[config.mk]
export PLATFORM = sky130hd
export DESIGN_NAME = pixel_pack_writer_flat
export DESIGN_NICKNAME = d
export VERILOG_FILES = /design/src/rtl/pixel_pack_writer_if.sv /design/src/rtl/pixel_pack_writer.sv /design/src/flat_wrapper.sv
export SDC_FILE = /design/constraint.sdc
export NUM_CORES = 1
export LEC_CHECK = 0
export CAP_MARGIN = 15
export CORE_ASPECT_RATIO = 2
export CORE_UTILIZATION = 40
export DETAILED_ROUTE_END_ITERATION = 8
export SKIP_LAST_GASP = 1
export SYNTH_ARGS = -nofsm -noshare
export SYNTH_HDL_FRONTEND = slang
export SYNTH_SLANG_ARGS = --single-unit
export TNS_END_PERCENT = 30
[constraint.sdc]
create_clock -name clk -period 2 [get_ports clk]
set_input_delay 0.4 -clock clk [delete_from_list [all_inputs] [get_ports clk]]
set_output_delay 0.4 -clock clk [all_outputs]
set_load 0.05 [all_outputs]
[src/rtl/pixel_pack_writer_if.sv]
// Pixel-in / BRAM-write-out bundle for pixel_pack_writer.
// o_wcnt exists only when PIXEL_PACK_WCOUNT_EN is defined.
interface pixel_pack_writer_if #(
  parameter int BIT_WIDTH   = 8,
  parameter int NUM_CHANNEL = 3,
  parameter int ADDR_WIDTH  = 32,
  parameter int DATA_WIDTH  = 32
);
  logic [BIT_WIDTH*NUM_CHANNEL-1:0] i_dat;
  logic                             i_val;
  logic                             o_stall;
  logic                             i_end;
  logic                             i_wstall;
  logic [ADDR_WIDTH-1:0]            o_addr;
  logic                             o_wren;
  logic [DATA_WIDTH-1:0]            o_dat;
  logic                             o_done;
`ifdef PIXEL_PACK_WCOUNT_EN
  logic [31:0]                      o_wcnt;
`endif

  modport slave (
    input  i_dat, i_val, i_end, i_wstall,
`ifdef PIXEL_PACK_WCOUNT_EN
    output o_wcnt,
`endif
    output o_stall, o_addr, o_wren, o_dat, o_done
  );

  modport master (
    output i_dat, i_val, i_end, i_wstall,
`ifdef PIXEL_PACK_WCOUNT_EN
    input  o_wcnt,
`endif
    input  o_stall, o_addr, o_wren, o_dat, o_done
  );
endinterface

[src/rtl/pixel_pack_writer.sv]
// Packs NUM_CHANNEL-sample pixels byte-contiguously into DATA_WIDTH BRAM writes,
// zero-padding the tail on end-of-frame. Optional word counter: PIXEL_PACK_WCOUNT_EN.
module pixel_pack_writer #(
  parameter int BIT_WIDTH   = 8,
  parameter int NUM_CHANNEL = 3,
  parameter int ADDR_WIDTH  = 32,
  parameter int DATA_WIDTH  = 32,
  parameter int BASE_ADDR   = 0,
  parameter int DEPTH       = 50176
) (
  input logic                 clk,
  input logic                 rst,
  pixel_pack_writer_if.slave  io_bus
);
  localparam int W  = DATA_WIDTH / BIT_WIDTH;
  localparam int P  = NUM_CHANNEL;
  localparam int PW = BIT_WIDTH * NUM_CHANNEL;
  localparam int BW = 2 * DATA_WIDTH;
  localparam int CW = $clog2(2 * W + 1);
  localparam logic [CW-1:0]         C_W    = CW'(W);
  localparam logic [CW-1:0]         C_P    = CW'(P);
  localparam logic [CW-1:0]         C_LIM  = CW'(2 * W - 1 - P);
  localparam logic [ADDR_WIDTH-1:0] C_BASE = ADDR_WIDTH'(BASE_ADDR);
  localparam logic [ADDR_WIDTH-1:0] C_LAST = ADDR_WIDTH'(BASE_ADDR + DEPTH - 1);

  typedef enum logic [1:0] {S_RUN, S_FLUSH, S_DONE} state_t;

  state_t                r_state, w_state_nxt;
  logic [BW-1:0]         r_buf, w_shift, w_pix, w_buf_nxt;
  logic [CW-1:0]         r_b, w_rem, w_b_nxt;
  logic [ADDR_WIDTH-1:0] r_addr_cnt, r_addr, w_addr_inc;
  logic [DATA_WIDTH-1:0] r_dat;
  logic                  r_wren;
  logic                  w_full, w_emit, w_stall, w_acc;

  always_comb begin
    w_full = (r_b >= C_W);
    // A sub-word tail only leaves the buffer while flushing.
    w_emit = !io_bus.i_wstall && (w_full || (r_state == S_FLUSH && r_b != '0));
    w_rem  = r_b;
    if (w_emit) w_rem = w_full ? (r_b - C_W) : '0;
    // Counting the same-cycle emit keeps one pixel/cycle flowing; this makes
    // o_stall depend combinationally on i_wstall.
    w_stall   = (r_state != S_RUN) || (w_rem > C_LIM);
    w_acc     = io_bus.i_val && !w_stall;
    w_shift   = w_emit ? {{DATA_WIDTH{1'b0}}, r_buf[BW-1:DATA_WIDTH]} : r_buf;
    w_pix     = BW'(io_bus.i_dat) << (BIT_WIDTH * int'(w_rem));
    w_buf_nxt = w_acc ? (w_shift | w_pix) : w_shift;
    w_b_nxt   = w_acc ? (w_rem + C_P) : w_rem;
    w_addr_inc = (r_addr_cnt == C_LAST) ? C_BASE : r_addr_cnt + ADDR_WIDTH'(1);
  end

  always_comb begin
    w_state_nxt = r_state;
    case (r_state)
      S_RUN:   if (io_bus.i_end) w_state_nxt = S_FLUSH;
      S_FLUSH: if (r_b == '0)    w_state_nxt = S_DONE;
      S_DONE:  w_state_nxt = S_RUN;
      default: w_state_nxt = S_RUN;
    endcase
  end

  always_ff @(posedge clk) begin
    if (!rst) begin
      r_state    <= S_RUN;
      r_buf      <= '0;
      r_b        <= '0;
      r_addr_cnt <= C_BASE;
      r_addr     <= C_BASE;
      r_dat      <= '0;
      r_wren     <= 1'b0;
    end else begin
      r_state <= w_state_nxt;
      r_wren  <= w_emit;
      if (w_emit) begin
        r_dat      <= r_buf[DATA_WIDTH-1:0];
        r_addr     <= r_addr_cnt;
        r_addr_cnt <= w_addr_inc;
      end
      if (r_state == S_DONE) begin
        r_b        <= '0;
        r_buf      <= '0;
        r_addr_cnt <= C_BASE;
      end else begin
        r_b   <= w_b_nxt;
        r_buf <= w_buf_nxt;
      end
    end
  end

`ifdef PIXEL_PACK_WCOUNT_EN
  logic [31:0] r_wcnt;
  always_ff @(posedge clk) begin
    if (!rst)                  r_wcnt <= '0;
    else if (r_state == S_DONE) r_wcnt <= '0;
    else if (w_emit)           r_wcnt <= r_wcnt + 32'd1;
  end
  assign io_bus.o_wcnt = r_wcnt;
`endif

  assign io_bus.o_stall = w_stall;
  assign io_bus.o_wren  = r_wren;
  assign io_bus.o_dat   = r_dat;
  assign io_bus.o_addr  = r_addr;
  assign io_bus.o_done  = (r_state == S_DONE);
endmodule
[src/flat_wrapper.sv]
// flat-port wrapper written by rule: the top's interface ports become plain ports
module pixel_pack_writer_flat 
#(
  parameter int BIT_WIDTH   = 8,
  parameter int NUM_CHANNEL = 3,
  parameter int ADDR_WIDTH  = 32,
  parameter int DATA_WIDTH  = 32,
  parameter int BASE_ADDR   = 0,
  parameter int DEPTH       = 50176
)
  (clk, rst, io_bus_i_dat, io_bus_i_val, io_bus_i_end, io_bus_i_wstall, io_bus_o_stall, io_bus_o_addr, io_bus_o_wren, io_bus_o_dat, io_bus_o_done);
  pixel_pack_writer_if #(.BIT_WIDTH(BIT_WIDTH), .NUM_CHANNEL(NUM_CHANNEL), .ADDR_WIDTH(ADDR_WIDTH), .DATA_WIDTH(DATA_WIDTH)) io_bus_i ();
  input logic clk;
  input logic rst;
  input wire logic [$bits(io_bus_i.i_dat)-1:0] io_bus_i_dat;
  input wire logic [$bits(io_bus_i.i_val)-1:0] io_bus_i_val;
  input wire logic [$bits(io_bus_i.i_end)-1:0] io_bus_i_end;
  input wire logic [$bits(io_bus_i.i_wstall)-1:0] io_bus_i_wstall;
  output wire logic [$bits(io_bus_i.o_stall)-1:0] io_bus_o_stall;
  output wire logic [$bits(io_bus_i.o_addr)-1:0] io_bus_o_addr;
  output wire logic [$bits(io_bus_i.o_wren)-1:0] io_bus_o_wren;
  output wire logic [$bits(io_bus_i.o_dat)-1:0] io_bus_o_dat;
  output wire logic [$bits(io_bus_i.o_done)-1:0] io_bus_o_done;
  assign io_bus_i.i_dat = io_bus_i_dat;
  assign io_bus_i.i_val = io_bus_i_val;
  assign io_bus_i.i_end = io_bus_i_end;
  assign io_bus_i.i_wstall = io_bus_i_wstall;
  assign io_bus_o_stall = io_bus_i.o_stall;
  assign io_bus_o_addr = io_bus_i.o_addr;
  assign io_bus_o_wren = io_bus_i.o_wren;
  assign io_bus_o_dat = io_bus_i.o_dat;
  assign io_bus_o_done = io_bus_i.o_done;
  pixel_pack_writer #(.BIT_WIDTH(BIT_WIDTH), .NUM_CHANNEL(NUM_CHANNEL), .ADDR_WIDTH(ADDR_WIDTH), .DATA_WIDTH(DATA_WIDTH), .BASE_ADDR(BASE_ADDR), .DEPTH(DEPTH)) u_core (.clk(clk), .rst(rst), .io_bus(io_bus_i));
endmodule
==> results by group <==
Logic synthesis
  – Mapped Area: 7086 um^2
  – Synth top area share: 0.4718
  – Register area share after synthesis: 0.4718
  – Async S/R FF share, synth: 0
  – Post-synthesis cell count: 829
  – Most frequent cell after synthesis: nand2_1
  – Yosys warnings: 0
  – Leading area contributor after synthesis: dfxtp_1
  – Post-synth EDFFs: 0
  – Syn Nets: 859
  – Most frequent cells after synthesis: nand2_1 (192), dfxtp_1 (167), a21oi_1 (89)
  – Area contributors post-synth: dfxtp_1 (47%), nand2_1 (10%), a21oi_1 (6.3%), mux2i_1 (3.4%), and3_1 (1.9%)
  – Mean Syn Cell Area: 8.547 um^2
  – Synth Flop Type: dfxtp_1
  – Number of synthesized register bits: 167
  – Netlist cell types: 61

Die
  – Chip width: 96.11 um
  – Die footprint: 18,280 um^2
  – Row cnt: 68
  – Starting Density: 0.4102
  – Die Height: 190.2 um
  – IO Count: 96
  – Core ar.: 17,270 um^2

Timing
  – Final-report max-slew violation count: 0
  – Worst slew pin tran: 0.6158 ns
  – Max Fclk: 503.8 MHz
  – Crit path time final: 1.985 ns
  – Clock skew: 0.009885 ns
  – Relative slew margins: 0.5895
  – RSZ-0062 raised after global routing: yes
  – # setup viols final: 0
  – Final Cycle Share: 0.9924
  – Final hold vios: 0

CTS
  – Post-CTS Setup Bufs: 0
  – CTS tree: done
  – # hold bufs at CTS: 0
  – CTS max path bufs: 2
  – H-tree Lvls: 4
  – TritonCTS buffer count: 17
  – CTS Sinks: 167
  – Clk root buf: clkbuf_16
  – Clock slew at the register clock pins of the worst setup and hold paths: 0.07 ns
  – Clock Latency Late Sink: 0.43 ns

Global routing
  – Initial antenna violation count: 0
  – First-pass GRT wire length: 32,590 um
  – Tot GR Track Use: 0.2330
  – Total grt overflow: 0
  – Largest net degree at the start of global routing: 67
  – Number of global-route vias before repair: 6,378

Min path
  – Hold_sp: u_core.r_buf[62]
  – Hold depth: 2
  – Hold worst-path end: u_core.r_buf[30]
  – Worst hold path class: flop to flop

Placement
  – RD Place Congestion: 0.8900
  – Inst Count DP: 1,170
  – Placed Area: 8847 um^2
  – Post-DP HPWL: 14,880 um
  – I/O Buffers: 95

Power
  – Total Power: 8.366 mW
  – PD cells: 877.4 nW/um^2
  – Peak supply drop: 576.5 uV
  – Static Leakage: 3.679 nW

Outcome
  – Status: finished clean

Cells and area
  – Nets: 1,009
  – N_diodes: 0
  – Design area: 9535 um^2
  – Final Util: 0.5521
  – Final instance count without filler cells: 1,202
  – Area Overhead vs Synth: 34.58%
  – Fraction of layout cells with a size suffix above 1: 0.1623

Critical path
  – RR Endpoint: u_core.r_buf[19]
  – Critical path arrival: 1.58 ns
  – Setup crit end kind: output port
  – CP startpoint kind: flop
  – Worst endpoint required time: 1.60 ns
  – Cell count of the worst reg-to-reg path: 7
  – WS Path Type: flop to output port
  – Crit path max fanout: 25
  – R2r setup slk: 0.03 ns
  – Worst reg2reg startpoint: u_core.r_state[1]

Routing
  – Drt drc: 0
  – Post-detailed-route count of antenna-violating nets: 0
  – Vias/cell: 5.408
  – Initial DRT Pass Iterations: 6
  – DR vias: 6,501
  – Drt wl/cell: 16.86 um
  – Routed WL: 20,270 um
  – Iteration-0 DRC Markers: 342

Flow run
  – Max-cap violations: 0
critical path, cell delays in order (launching register included):
cell and delay, ns:
dfxtp_1 0.34, buf_12 0.17, o31a_1 0.25, o22ai_2 0.15
nand2_1 0.09, buf_6 0.16
cells in the final DEF, fill, tap and decap left out, types with 3 or more instances in the layout:
cell	instances
a22o_1	9
nand2_1	192
nor2_1	35
buf_6	3
buf_12	12
a21oi_1	89
nand4_1	16
mux2i_1	24
a31oi_1	10
xor2_1	3
buf_4	84
a222oi_1	13
inv_1	6
mux2_2	9
a22oi_1	8
dfxtp_1	165
clkbuf_16	17
and3_1	19
a2bb2oi_1	3
inv_6	5
nor3_1	7
o2bb2ai_1	8
o22ai_1	16
clkdlybuf4s50_1	78
dlymetal6s2s_1	11
bufinv_16	3
o31ai_1	3
o21ai_0	20
nor4_1	13
a221o_1	8
xnor2_1	13
and2_1	6
a32oi_1	3
or4_1	3
or3_1	10
nand3_1	9
nand2b_1	9
metrics by stage:
stage,setup slack [ns],TNS (ns),hold slack (ns)
4_1_cts,-0.04152,-0.08070,0.4460
6_report,0.01519,0,0.4408
2_1_floorplan,0.1123,0,0.4275
3_3_place_gp,-0.4380,-17.47,0.4388
3_5_place_dp,-0.4510,-18.59,0.4421
5_1_grt,-0.07077,-0.4290,0.4653
timing repair:
item	4_1_cts	5_1_grt
resized for setup	7	18
hold endpoints to repair	0	0
pin swaps	1	0
setup endpoints to repair	7	57
cells by family (layout without fill, tap and decap cells):
family	after synthesis	after routing	share of synthesized area
muxes	33	33	0.04821
AOI/OAI and AO/OA	202	202	0.1858
buffers and inverters	67	230	0.04697
xor gates and xnor gates	16	16	0.01978
adders and majority gates	1	1	0.001766
and+or+nand+nor	343	343	0.2257
DFF	167	167	0.4718
where the power goes:
part	switching (mW)	internal, mW	total [mW]	leakage (nW)
clock	1.45	2.04	3.48	0.302
sequential	0.0705	3.44	3.51	1.35
combinational	0.767	0.604	1.37	2.03
area by class of cell:
class                      instances  area, um^2
tap                              210       262.8
sequential                       167        3346
fill                            1654        7736
inverter                           8       30.03
multi-input combinational        595        3432
clock buffer                      18       439.2
timing repair buffer             190        1841
clock inverter                    14       185.2
flip-flops by register name (all words and copies together) (netlist names):
register / count
u_core.r_state: 2
u_core.r_b: 4
u_core.io_bus.o_wren: 1
u_core.io_bus.o_dat: 32
u_core.r_addr_cnt: 32
u_core.r_buf: 64
u_core.io_bus.o_addr: 32
layer usage:
metal	wire length [um]	GRT usage	vias up
met3	670	0.03828	36
met2	11290	0.4386	145
met1	7505	0.2377	3068
li1	-	-	3252
met4	799	0.1148	0
met5	0	0	-
how the worst max path moves through the flow:
stage,cells past startpoint,start,endpoint,slack [ns]
after detailed placement,8,io_bus_i_wstall,u_core.r_buf[18],-0.45
after CTS,5,u_core.r_b[0],io_bus_o_stall,-0.04
after floorplan,5,u_core.r_state[1],u_core.r_buf[14],0.11
after global routing,5,u_core.r_b[1],io_bus_o_stall,-0.07
after global placement,8,io_bus_i_wstall,u_core.r_buf[18],-0.44
final,5,u_core.r_b[1],io_bus_o_stall,0.02
No activity file was read; power rests on OpenSTA's default activity.
